File: src/rtl/uart_pkg.sv
// Shared debug-transport definitions: address map, payload widths and
// types used by the TAP read/write interconnects.
package uart_pkg;

   localparam int IRLENGTH  = 5;
   localparam int DMI_WIDTH = 41;
   localparam int TRB_WIDTH = 32;

   localparam logic [IRLENGTH-1:0] ADDR_IDCODE  = 5'h01;
   localparam logic [IRLENGTH-1:0] ADDR_STB0_CS = 5'h04;
   localparam logic [IRLENGTH-1:0] ADDR_STB0_D  = 5'h05;
   localparam logic [IRLENGTH-1:0] ADDR_STB1_CS = 5'h06;
   localparam logic [IRLENGTH-1:0] ADDR_STB1_D  = 5'h07;
   localparam logic [IRLENGTH-1:0] ADDR_DMI     = 5'h11;

   // device slot indices of the one-hot select vector
   localparam int NDEV     = 5;
   localparam int DEV_DMI  = 0;
   localparam int DEV_S0CS = 1;
   localparam int DEV_S0D  = 2;
   localparam int DEV_S1CS = 3;
   localparam int DEV_S1D  = 4;

   typedef struct packed {
      logic [5:0] rsvd;
      logic       stop;
      logic       start;
   } control_t;

   typedef enum logic {
      WR_IDLE,
      WR_SEND
   } wr_state_t;

endpackage

File: src/rtl/tap_write_interconnect.sv
// Single-entry write buffer routing one TAP write word to DMI/STB peripherals.
// Ports: TAP write handshake + done/error pulses; one valid/ready/data per device.
module tap_write_interconnect
   import uart_pkg::*;
#(
   parameter int WRITE_WIDTH = 41,
   parameter int TIMEOUT     = 1024
) (
   input  logic                   CLK_I,
   input  logic                   RST_NI,
   input  logic [IRLENGTH-1:0]    WRITE_ADDRESS_I,
   input  logic [WRITE_WIDTH-1:0] WRITE_DATA_I,
   input  logic                   WRITE_VALID_I,
   output logic                   WRITE_READY_O,
   output logic                   WRITE_DONE_O,
   output logic                   WRITE_ERROR_O,
   output logic                   DMI_WRITE_VALID_O,
   input  logic                   DMI_WRITE_READY_I,
   output logic [DMI_WIDTH-1:0]   DMI_WRITE_DATA_O,
   output logic                   STB0_CONTROL_VALID_O,
   input  logic                   STB0_CONTROL_READY_I,
   output control_t               STB0_CONTROL_O,
   output logic                   STB0_DATA_VALID_O,
   input  logic                   STB0_DATA_READY_I,
   output logic [TRB_WIDTH-1:0]   STB0_DATA_O,
   output logic                   STB1_CONTROL_VALID_O,
   input  logic                   STB1_CONTROL_READY_I,
   output control_t               STB1_CONTROL_O,
   output logic                   STB1_DATA_VALID_O,
   input  logic                   STB1_DATA_READY_I,
   output logic [TRB_WIDTH-1:0]   STB1_DATA_O
);

   localparam int CW = (TIMEOUT > 0) ? $clog2(TIMEOUT + 1) : 1;
   localparam int CTW = $bits(control_t);
   localparam logic [CW-1:0] CNT_LAST = CW'(TIMEOUT - 1);

   // one-hot device select; zero for unmapped or read-only addresses
   function automatic logic [NDEV-1:0] decode(input logic [IRLENGTH-1:0] a);
      logic [NDEV-1:0] s;
      s = '0;
      case (a)
         ADDR_DMI:     s[DEV_DMI]  = 1'b1;
         ADDR_STB0_CS: s[DEV_S0CS] = 1'b1;
         ADDR_STB0_D:  s[DEV_S0D]  = 1'b1;
         ADDR_STB1_CS: s[DEV_S1CS] = 1'b1;
         ADDR_STB1_D:  s[DEV_S1D]  = 1'b1;
         default:      s = '0;
      endcase
      return s;
   endfunction

   wr_state_t             state_q, state_d;
   logic [IRLENGTH-1:0]   addr_q;
   logic [CW-1:0]         cnt_q;
   logic                  ready_q, done_q, error_q;
   logic [DMI_WIDTH-1:0]  dmi_q;
   control_t              s0c_q, s1c_q;
   logic [TRB_WIDTH-1:0]  s0d_q, s1d_q;

   logic [NDEV-1:0] in_sel, sel_q, dev_rdy, valid;
   logic            accept, mapped, send, hs, tmo;

   assign in_sel  = decode(WRITE_ADDRESS_I);
   assign sel_q   = decode(addr_q);
   assign mapped  = |in_sel;
   assign accept  = WRITE_VALID_I & ready_q;
   assign send    = (state_q == WR_SEND);
   assign dev_rdy = {STB1_DATA_READY_I, STB1_CONTROL_READY_I,
                     STB0_DATA_READY_I, STB0_CONTROL_READY_I,
                     DMI_WRITE_READY_I};
   assign hs      = send & |(sel_q & dev_rdy);
   assign tmo     = (TIMEOUT != 0) && (cnt_q == CNT_LAST);

   always_ff @(posedge CLK_I or negedge RST_NI) begin
      if (!RST_NI) state_q <= WR_IDLE;
      else         state_q <= state_d;
   end

   always_comb begin
      state_d = state_q;
      unique case (state_q)
         WR_IDLE: if (accept && mapped) state_d = WR_SEND;
         WR_SEND: if (hs || tmo)        state_d = WR_IDLE;
         default: state_d = WR_IDLE;
      endcase
   end

   always_comb begin
      valid = '0;
      if (send) valid = sel_q;
   end

   always_ff @(posedge CLK_I or negedge RST_NI) begin
      if (!RST_NI) begin
         ready_q <= 1'b0;
         done_q  <= 1'b0;
         error_q <= 1'b0;
         addr_q  <= '0;
         cnt_q   <= '0;
         dmi_q   <= '0;
         s0c_q   <= '0;
         s0d_q   <= '0;
         s1c_q   <= '0;
         s1d_q   <= '0;
      end else begin
         ready_q <= (state_d == WR_IDLE);
         done_q  <= hs;
         error_q <= (accept & ~mapped) | (send & ~hs & tmo);
         if (accept && mapped) begin
            addr_q <= WRITE_ADDRESS_I;
            cnt_q  <= '0;
            // device registers double as the data holding buffer
            if (in_sel[DEV_DMI])  dmi_q <= WRITE_DATA_I[DMI_WIDTH-1:0];
            if (in_sel[DEV_S0CS]) s0c_q <= control_t'(WRITE_DATA_I[CTW-1:0]);
            if (in_sel[DEV_S0D])  s0d_q <= WRITE_DATA_I[TRB_WIDTH-1:0];
            if (in_sel[DEV_S1CS]) s1c_q <= control_t'(WRITE_DATA_I[CTW-1:0]);
            if (in_sel[DEV_S1D])  s1d_q <= WRITE_DATA_I[TRB_WIDTH-1:0];
         end else if (send && !hs) begin
            cnt_q <= cnt_q + 1'b1;
         end
      end
   end

   assign WRITE_READY_O        = ready_q;
   assign WRITE_DONE_O         = done_q;
   assign WRITE_ERROR_O        = error_q;
   assign DMI_WRITE_VALID_O    = valid[DEV_DMI];
   assign STB0_CONTROL_VALID_O = valid[DEV_S0CS];
   assign STB0_DATA_VALID_O    = valid[DEV_S0D];
   assign STB1_CONTROL_VALID_O = valid[DEV_S1CS];
   assign STB1_DATA_VALID_O    = valid[DEV_S1D];
   assign DMI_WRITE_DATA_O     = dmi_q;
   assign STB0_CONTROL_O       = s0c_q;
   assign STB0_DATA_O          = s0d_q;
   assign STB1_CONTROL_O       = s1c_q;
   assign STB1_DATA_O          = s1d_q;

endmodule
File: config.mk
export PLATFORM = sky130hd
export DESIGN_NAME = tap_write_interconnect
export DESIGN_NICKNAME = d
export VERILOG_FILES = /design/src/rtl/uart_pkg.sv /design/src/rtl/tap_write_interconnect.sv
export SDC_FILE = /design/constraint.sdc
export NUM_CORES = 1
export LEC_CHECK = 0
export CAP_MARGIN = 20
export CORE_MARGIN = 3
export CORE_UTILIZATION = 49
export DETAILED_ROUTE_END_ITERATION = 12
export PLACE_DENSITY = 0.85
export SYNTH_ARGS = -nofsm -noshare
export SYNTH_HDL_FRONTEND = slang
export SYNTH_SLANG_ARGS = --single-unit
File: constraint.sdc
create_clock -name CLK_I -period 6.11 [get_ports CLK_I]
set_input_delay 1.222 -clock CLK_I [delete_from_list [all_inputs] [get_ports CLK_I]]
set_output_delay 1.222 -clock CLK_I [all_outputs]
set_load 0.01 [all_outputs]
-- Word level (Yosys, flattened, before mapping)
Index checks and enable logic that the tools add are counted.
- add/subtract/negate cells: 1
- eq/ne operators: 11
- muxes and demuxes: 16
- bitwise operators: 11
- reduce and logical (&&, ||, !) cells: 12
- operators with widths (kind ; count):
    equality test 5 x 3 -> 1 bit, second input constant ; 8
    2-to-1 mux 11 bit ; 2
    2-to-1 mux 1 bit ; 12
    adder 11 x 1 -> 11 bit, second input constant ; 1
    equality test 11 x 10 -> 1 bit, second input constant ; 1
    equality test 5 bit, second input constant ; 2
    AND reduction 2 bit ; 5
    OR reduction 5 bit ; 2
    AND 1 bit ; 5
    AND 5 bit ; 1
    2-to-1 mux 5 bit ; 1
    NOT 1 bit ; 4
    logical AND 1 bit ; 2
    case mux 1 bit (2 select lines) ; 1
    nonzero test 2 bit ; 1
    zero test 1 bit ; 1
    logical OR 1 bit ; 1
    bitwise OR 1 bit ; 1
- bits in registers: 141
- input bits: 54
- output and inout port bits: 129

-- Longest topological paths before layout
- depth in word-level cells: 9
- depth in mapped cells: 8

-- Worst setup path after synthesis
OpenSTA, ideal clock, no wires.
- path kind: input -> register
- from: input STB1_DATA_READY_I
- to: register cnt_q[6]
- arrival: 2920 ps
- required time: 6032 ps
- setup slack: 3112 ps
- stages on the path: 7
- cell sequence: mux4_2 and2_4 buf_6 or2_1 buf_6 or4_1 a21oi_1
- word-level cells in the longest chain between the ends: 6
- ends and longest elaborated chain (item ; line ; source):
    start, declared ; tap_write_interconnect.sv:30 ; input logic STB1_DATA_READY_I,
    AND 5 bit ; tap_write_interconnect.sv:72 ; assign hs = send & |(sel_q & dev_rdy);
    OR reduction 5 bit ; tap_write_interconnect.sv:72 ;
    AND 1 bit ; tap_write_interconnect.sv:72 ;
    zero test 1 bit ; tap_write_interconnect.sv:119 ; end else if (send && !hs) begin
    logical AND 1 bit ; tap_write_interconnect.sv:119 ;
    nonzero test 2 bit (no source line) ; - ;
    end signal, assigned ; tap_write_interconnect.sv:120 ; cnt_q <= cnt_q + 1'b1;
    end, declared ; tap_write_interconnect.sv:55 ; logic [CW-1:0] cnt_q;
Every way passes these cells.
A chain may end at the register's enable or synchronous reset.

-- Worst setup path in the final report
- from: register addr_q[1]
- to: output DMI_WRITE_VALID_O
- word-level cells in the longest chain between the ends: 3
- ends and longest elaborated chain (item ; line ; source):
    start, declared ; tap_write_interconnect.sv:54 ; logic [IRLENGTH-1:0] addr_q;
    start signal, assigned ; tap_write_interconnect.sv:99 ; addr_q <= '0;
    start signal, assigned ; tap_write_interconnect.sv:111 ; addr_q <= WRITE_ADDRESS_I;
    equality test 5 bit ; tap_write_interconnect.sv:42 ; case (a)
    2-to-1 mux 1 bit ; tap_write_interconnect.sv:42 ;
    2-to-1 mux 5 bit ; tap_write_interconnect.sv:91 ; if (send) valid = sel_q;
    end, declared ; tap_write_interconnect.sv:17 ; output logic DMI_WRITE_VALID_O,
Every way passes these cells.

==> impl_metrics.csv <==
group,metric,value,unit
layout,diodes,0,
critical_path,r2r_end,"cnt_q[6]",
routing,drtAntennaViolNets,0,
floorplan,io_pins,183,
run,drv_cap,0,
layout,drive_above_1_share,0.292,
critical_path,r2r_start,"addr_q[0]",
synthesis,yosysWarnings,0,
routing,vias_per_cell,5.21,
clock_tree,clk_pin_slew,0.06,ns
routing,via_count,3681,
clock_tree,cts.sinks,141,
timing,relSlewSlack,0.371,
floorplan,die_h,112,um
global_routing,grtUsageTotal,0.229,
critical_path,ff2ff_setup_slack,3.70,ns
pwr,power_density,259,nW/um^2
timing,whs,0.505,ns
global_routing,grt_pass1_vias,4159,
routing,routed_wl,13.7,mm
critical_path,required,4.89,ns
global_routing,antenna_found_initial,0,
critical_path,crit_type,"flop to primary output",
place,dpl.cell_count,673,
global_routing,grt-ovfl-total,0,
routing,wl_per_cell,19.3,um
critical_path,cpMaxStageDelayCell,"clkdlybuf4s50_1",
timing,finClkSkew,0.00414,ns
clock_tree,cts_tree,"yes",
timing,rsz0062_at_grt,"no",
critical_path,reg2reg_depth,5,
timing,hold_viol_final,0,
timing,tightest_slew,0.941,ns
timing,fin_setup_tns,0,ns
critical_path,startpoint,"addr_q[1]",
pwr,ir_drop,0.220,mV
clock_tree,ctsResizeCount,0,
layout,synthToLayoutAreaGrowth,47.5,%
timing,finalSetupViolations,0,
floorplan,coreArea,10900,sq um
critical_path,arrival,2.26,ns
critical_path,path_max_fanout,7,
min_path,hold_path_class,"flop to flop",
pwr,p_leak,0.00378,uW
layout,utilization,0.746,
outcome,status,"finished clean",
floorplan,rows,38,
global_routing,grt_pass1_wl,22.3,mm
clock_tree,cts_buffers,17,
synthesis,netlist_instances,362,
clock_tree,postCtsHoldBufs,0,
critical_path,path_cells,"nor4b_1 -> and3_2 -> clkdlybuf4s50_1",
synthesis,synth_nets,417,
floorplan,start_util,0.506,
routing,drt_pass1_iterations,4,
synthesis,postSynthAreaPerCell,15.2,sq um
synthesis,synth_seq_area_share,0.641,
critical_path,crit_path_end,"DMI_WRITE_VALID_O",
synthesis,synth.distinct_cells,38,
clock_tree,cts_buffer_depth,2,
critical_path,critPathLaunchType,"flop",
synthesis,ys_ff_latch,141,
critical_path,cp_slowest_stage_delay,0.54,ns
place,dp_hpwl,9.17,mm
clock_tree,cts_root_buffer,"clkbuf_8",
layout,finalNonFillerCells,706,
synthesis,synth.cell_area,5500,sq um
timing,min_period_over_period,0.570,
floorplan,dieWidth,112,um
clock_tree,h-tree-depth,4,
critical_path,crit_family,"simple AND/OR/NAND/NOR gates",
timing,finalCriticalPeriod,3.48,ns
floorplan,fp.dieArea,12500,sq um
timing,fmax,287,MHz
layout,finish.net_count,608,
clock_tree,clkLatencyLatePin,0.52,ns
place,gp_congestion,0.803,
critical_path,critPathBufInv,1,
clock_tree,post_cts_buffers,0,
place,portBuffers,182,
routing,drcViolationCount,0,
critical_path,crit_cells,3,
global_routing,grt_max_degree,86,
layout,fill_cells,692,
timing,slew_violations,0,
critical_path,cp-end-kind,"primary output",
routing,first_iter_violations,100,
pwr,power.total,2100,uW
==> worst min-delay path by stage <==
stage,start,to,slack (ns),cells after the start
after CTS,STB0_CONTROL_O[5],STB0_CONTROL_O[5],0.51,1
after detailed placement,DMI_WRITE_DATA_O[18],DMI_WRITE_DATA_O[18],0.49,1
final,STB0_CONTROL_O[5],STB0_CONTROL_O[5],0.50,1
after global placement,addr_q[4],addr_q[4],0.48,1
after floorplan,addr_q[2],addr_q[2],0.46,2
after global routing,STB1_DATA_O[3],STB1_DATA_O[3],0.52,1
==> area by class of cell <==
cell class	count	area, sq um	share of cell area
Sequential cell	141	3530	0.435
Clock buffer	21	439	0.0541
Clock inverter	11	189	0.0233
Timing Repair Buffer	187	1880	0.231
Inverter	2	7.51	0.000925
Multi-Input combinational cell	204	1900	0.234
Tap cell	140	175	0.0216
==> flip-flops by register name, summed over array words and instances, names as in the netlist <==
name and flops:
STB0_CONTROL_O 8, addr_q 5, STB1_DATA_O 32, WRITE_DONE_O 1
STB0_DATA_O 32, send 1, WRITE_ERROR_O 1, STB1_CONTROL_O 8
WRITE_READY_O 1, cnt_q 11, DMI_WRITE_DATA_O 41
==> synthesized netlist by cell type <==
cell type  number  area [sq um]
a21o_1          1          7.51
a21oi_1         3          15.0
a31o_2          1          8.76
a31oi_1         1          6.26
and2_1          1          6.26
and2_4          1          8.76
and3_1          1          6.26
and3_2          1          7.51
and4_1          1          8.76
buf_2           3          15.0
buf_6           3          33.8
clkbuf_1        9          33.8
dfrtp_1       141          3530
ha_1            1          12.5
inv_1           2          7.51
mux2_2        121          1360
mux2i_1         1          10.0
mux4_2          1          22.5
nand2_1        14          52.6
nand2b_1        1          6.26
nand3_1         6          30.0
nand4_1         2          12.5
nand4bb_1       1          11.3
nor2_1         12          45.0
nor3_1          5          25.0
nor3_2          1          10.0
nor3b_1         5          37.5
nor3b_2         1          12.5
nor4_1          3          18.8
nor4b_1         2          17.5
o21ai_0         1          5.00
o22ai_1         1          6.26
o31ai_1         2          15.0
or2_1           1          6.26
or3_1           1          6.26
or4_1           2          15.0
xnor2_1         7          61.3
xor2_1          1          8.76
==> logic make-up after synthesis <==
logic type               count (synthesis)  share of synthesized area
AO/OA/AOI/OAI                           10                     0.0116
XOR/XNOR                                 8                     0.0127
adder cells (fa/ha/maj)                  1                    0.00227
buffers and inverters                   17                     0.0164
flip-flops                             141                      0.641
multiplexers                           123                      0.253
AND/OR/NAND/NOR                         62                     0.0625
==> placed cells by master, fill, tap and decap left out, types with 4 or more instances in the layout <==
cell type,n
buf_4,5
bufinv_16,5
clkbuf_16,16
clkdlybuf4s50_1,181
dfrtp_1,141
mux2_2,121
nand2_1,14
nand3_1,6
nor2_1,11
nor3_1,4
nor3b_1,4
xnor2_1,7
==> per-stage QoR <==
stage | setup WS (ns) | area (sq um)
after floorplan | 3.11 | 5500
after global routing | 2.48 | 8120
final | 2.63 | 8120
after CTS | 2.60 | 8090
after detailed placement | 2.44 | 7460
after global placement | 2.48 | 7460
==> where the power goes <==
part           leakage (uW)  internal [uW]  total [uW]  switching (uW)
Sequential          0.00196            934         934               0
Combinational       0.00152           33.9        66.7            32.8
Clock              0.000302            714        1100             385
Total               0.00378           1680        2100             418
==> per-layer routing <==
layer,routed length [um],up-vias,share of wire,global-route usage
li1,-,1671,-,-
met1,5240,1855,0.38,0.265
met2,7000,132,0.51,0.386
met3,1110,23,0.081,0.0902
met4,310,0,0.023,0.0905
met5,0,-,0,0
Note: power is estimated with default switching activity, not from simulation.
==> variant, RTL diff (same flow settings) <==
Make the reset (`RST_NI`) synchronous in 2 clocked blocks.
--- a/src/rtl/tap_write_interconnect.sv
+++ b/src/rtl/tap_write_interconnect.sv
@@ -72,7 +72,7 @@
    assign hs      = send & |(sel_q & dev_rdy);
    assign tmo     = (TIMEOUT != 0) && (cnt_q == CNT_LAST);
 
-   always_ff @(posedge CLK_I or negedge RST_NI) begin
+   always_ff @(posedge CLK_I) begin
       if (!RST_NI) state_q <= WR_IDLE;
       else         state_q <= state_d;
    end
@@ -91,7 +91,7 @@
       if (send) valid = sel_q;
    end
 
-   always_ff @(posedge CLK_I or negedge RST_NI) begin
+   always_ff @(posedge CLK_I) begin
       if (!RST_NI) begin
          ready_q <= 1'b0;
          done_q  <= 1'b0;
Behaviour: differs if RST_NI is asserted again (counterexample within 4 cycles, from zero or initial values and one cycle with RST_NI low); with RST_NI held inactive, the same outputs for 10 cycles.
==> variant against the original RTL <==
- register-to-register slack improved by 440 ps
- utilization grew 1.7 points
- total power fell by 4.9%
- worst setup slack better by 250 ps
- design area fell by 6.0%
- via count up 37%
- routed wire length rose by 14%
- clock power decreased by 11%
- sequential cell count did not move
- area after synthesis decreased by 6.5%
- non-clock buffer count is 4 higher
- die area is 6.2% lower
- largest cell class unchanged
==> variant: results <==
[run_status]
status = finished, final reports clean

[synth]
synth_xor_xnor_area_share_pct = 0
ys.flop_type = dfxtp_1
synth-compound-area-share_pct = 13.9
synth.area.mux_share_pct = 3.94
syn_nets = 681
yosys.cell_types.count = 41
async_reset_ff_share_pct = 0
syn_inst = 626
synth_fa_ha_area_share_pct = 0.243
ys_seq_area_share_pct = 54.9
ys_top_cells_by_count = nand2_1 (217), dfxtp_1 (141), a21oi_1 (117)
yosysWarnings = 0
synth_area_leaders = dfxtp_1 (55%), nand2_1 (16%), a21oi_1 (11%)

[clock_network]
cts_made_buffers = 17
cts.clk_slew.worst_paths_ps = 60
htree_levels = 4
postCtsSetupRepairBufs = 0
postCtsResizedCells = 0
clock_latency_ps = 510
root_buffer = clkbuf_8
clock_path_buffers = 2

[routing]
initialDrtViolationCount = 274
avgViaCountPerCell = 5.37
dr.pass1.iters = 5
wire_per_inst_um = 16.6

[layout]
drive_above_1_share_pct = 5.35
fin_nets = 847
n_fill_cell = 724
n_antenna_cell = 0
regArea_um2 = 2820
largest_reg_flops = 41

[hold_path]
holdCritStartpoint = STB0_DATA_O[20]
min_path_cells = 2
holdPathEnd = STB0_DATA_O[20]
hold_class = reg2reg

[global_route]
use_met1_pct = 29.1
grt_usage_pct = 27.0
met2_usage_pct = 47.7
grt_pass1_vias = 5058
grt_pass1_wl_mm = 24.7
met3_usage_pct = 8.72
grt_max_degree = 128

[worst_setup_path]
cp_top_family = simple AND/OR/NAND/NOR gates
r2r_end = cnt_q[6]
slowest_delay_ps = 560
worstPathMaxFanout = 4
cp.arrival_ps = 2010
reg2reg_slack_ps = 4140
rr_worst_depth = 4
r2r-start = addr_q[0]

[pwr]
leakagePower_uw = 0.00255
ir_drop_uv = 205

[place]
routabilityCongestion = 0.807
dp_hpwl_mm = 10.2
place_ws_ps = 2450
placed_area_um2 = 7010

[sta]
relSlewSlack_pct = 56.1
fin_skew_ps = 5.73
==> variant: changes by cell type in the layout (fill, tap and decap cells not counted), moves of 4 or more <==
cell | unedited run | this run
xnor2_1 | 7 | 0
dfxtp_1 | 0 | 141
mux2_2 | 121 | 0
nand2_1 | 14 | 217
dfrtp_1 | 141 | 0
o31ai_1 | 2 | 6
nor2_1 | 11 | 24
a21oi_1 | 3 | 117
or4_1 | 2 | 6
mux2i_1 | 1 | 18
==> variant: kinds of logic after synthesis <==
| family | after synthesis |
|---|---|
| AND/OR/NAND/NOR | 283 |
| flip-flops | 141 |
| AO/OA/AOI/OAI | 135 |
| buffers and inverters | 47 |
| multiplexers | 19 |
| adder cells (fa/ha/maj) | 1 |
==> variant: worst register-to-register path, stage by stage, from the launching register on <==
cell and delay [ps]:
dfxtp_1 450, mux4_2 520, and2_4 240, or4_1 510, a21oi_1 170
==> variant: cell type report <==
class,instances,share of cell area (%)
multi-input cells,438,28.0
well taps,133,2.18
clock buffers,21,5.89
clock inverters,10,1.49
repair buffers,191,25.3
inverters,3,0.164
flip-flops and latches,141,37.0
==> variant: how the worst max path moves through the flow <==
stage                        from              endpoint  slack, ps  cells after the start
5_1_grt                 addr_q[2]  STB1_CONTROL_VALID_O       2730                      4
3_3_place_gp   WRITE_ADDRESS_I[0]   DMI_WRITE_DATA_O[8]       2630                      6
3_5_place_dp   WRITE_ADDRESS_I[2]       STB1_DATA_O[11]       2450                      5
2_1_floorplan   STB1_DATA_READY_I              cnt_q[9]       3460                      5
4_1_cts                 addr_q[4]  STB1_CONTROL_VALID_O       2850                      4
6_report                addr_q[2]  STB1_CONTROL_VALID_O       2870                      4
==> variant: through the flow <==
| stage | hold WS, ps | instances | power, uW |
|---|---|---|---|
| detailed placement | 446 | 904 | 1030 |
| global placement | 440 | 904 | 1030 |
| CTS | 455 | 935 | 2010 |
| floorplan | 438 | 626 | 976 |
| global route | 471 | 937 | 2060 |
| finish | 454 | 937 | 2000 |
==> variant: power breakdown <==
| group | internal [uW] | switching, uW | total, uW |
|---|---|---|---|
| combinational | 46.3 | 44.8 | 91.1 |
| clock | 600 | 379 | 979 |
| sequential | 924 | 3.12 | 927 |
==> variant: per-layer routing <==
layer	routed length [um]	up-vias
met5	0	-
met4	493	0
met3	1290	41
met2	7880	210
met1	5920	2368
li1	-	2415
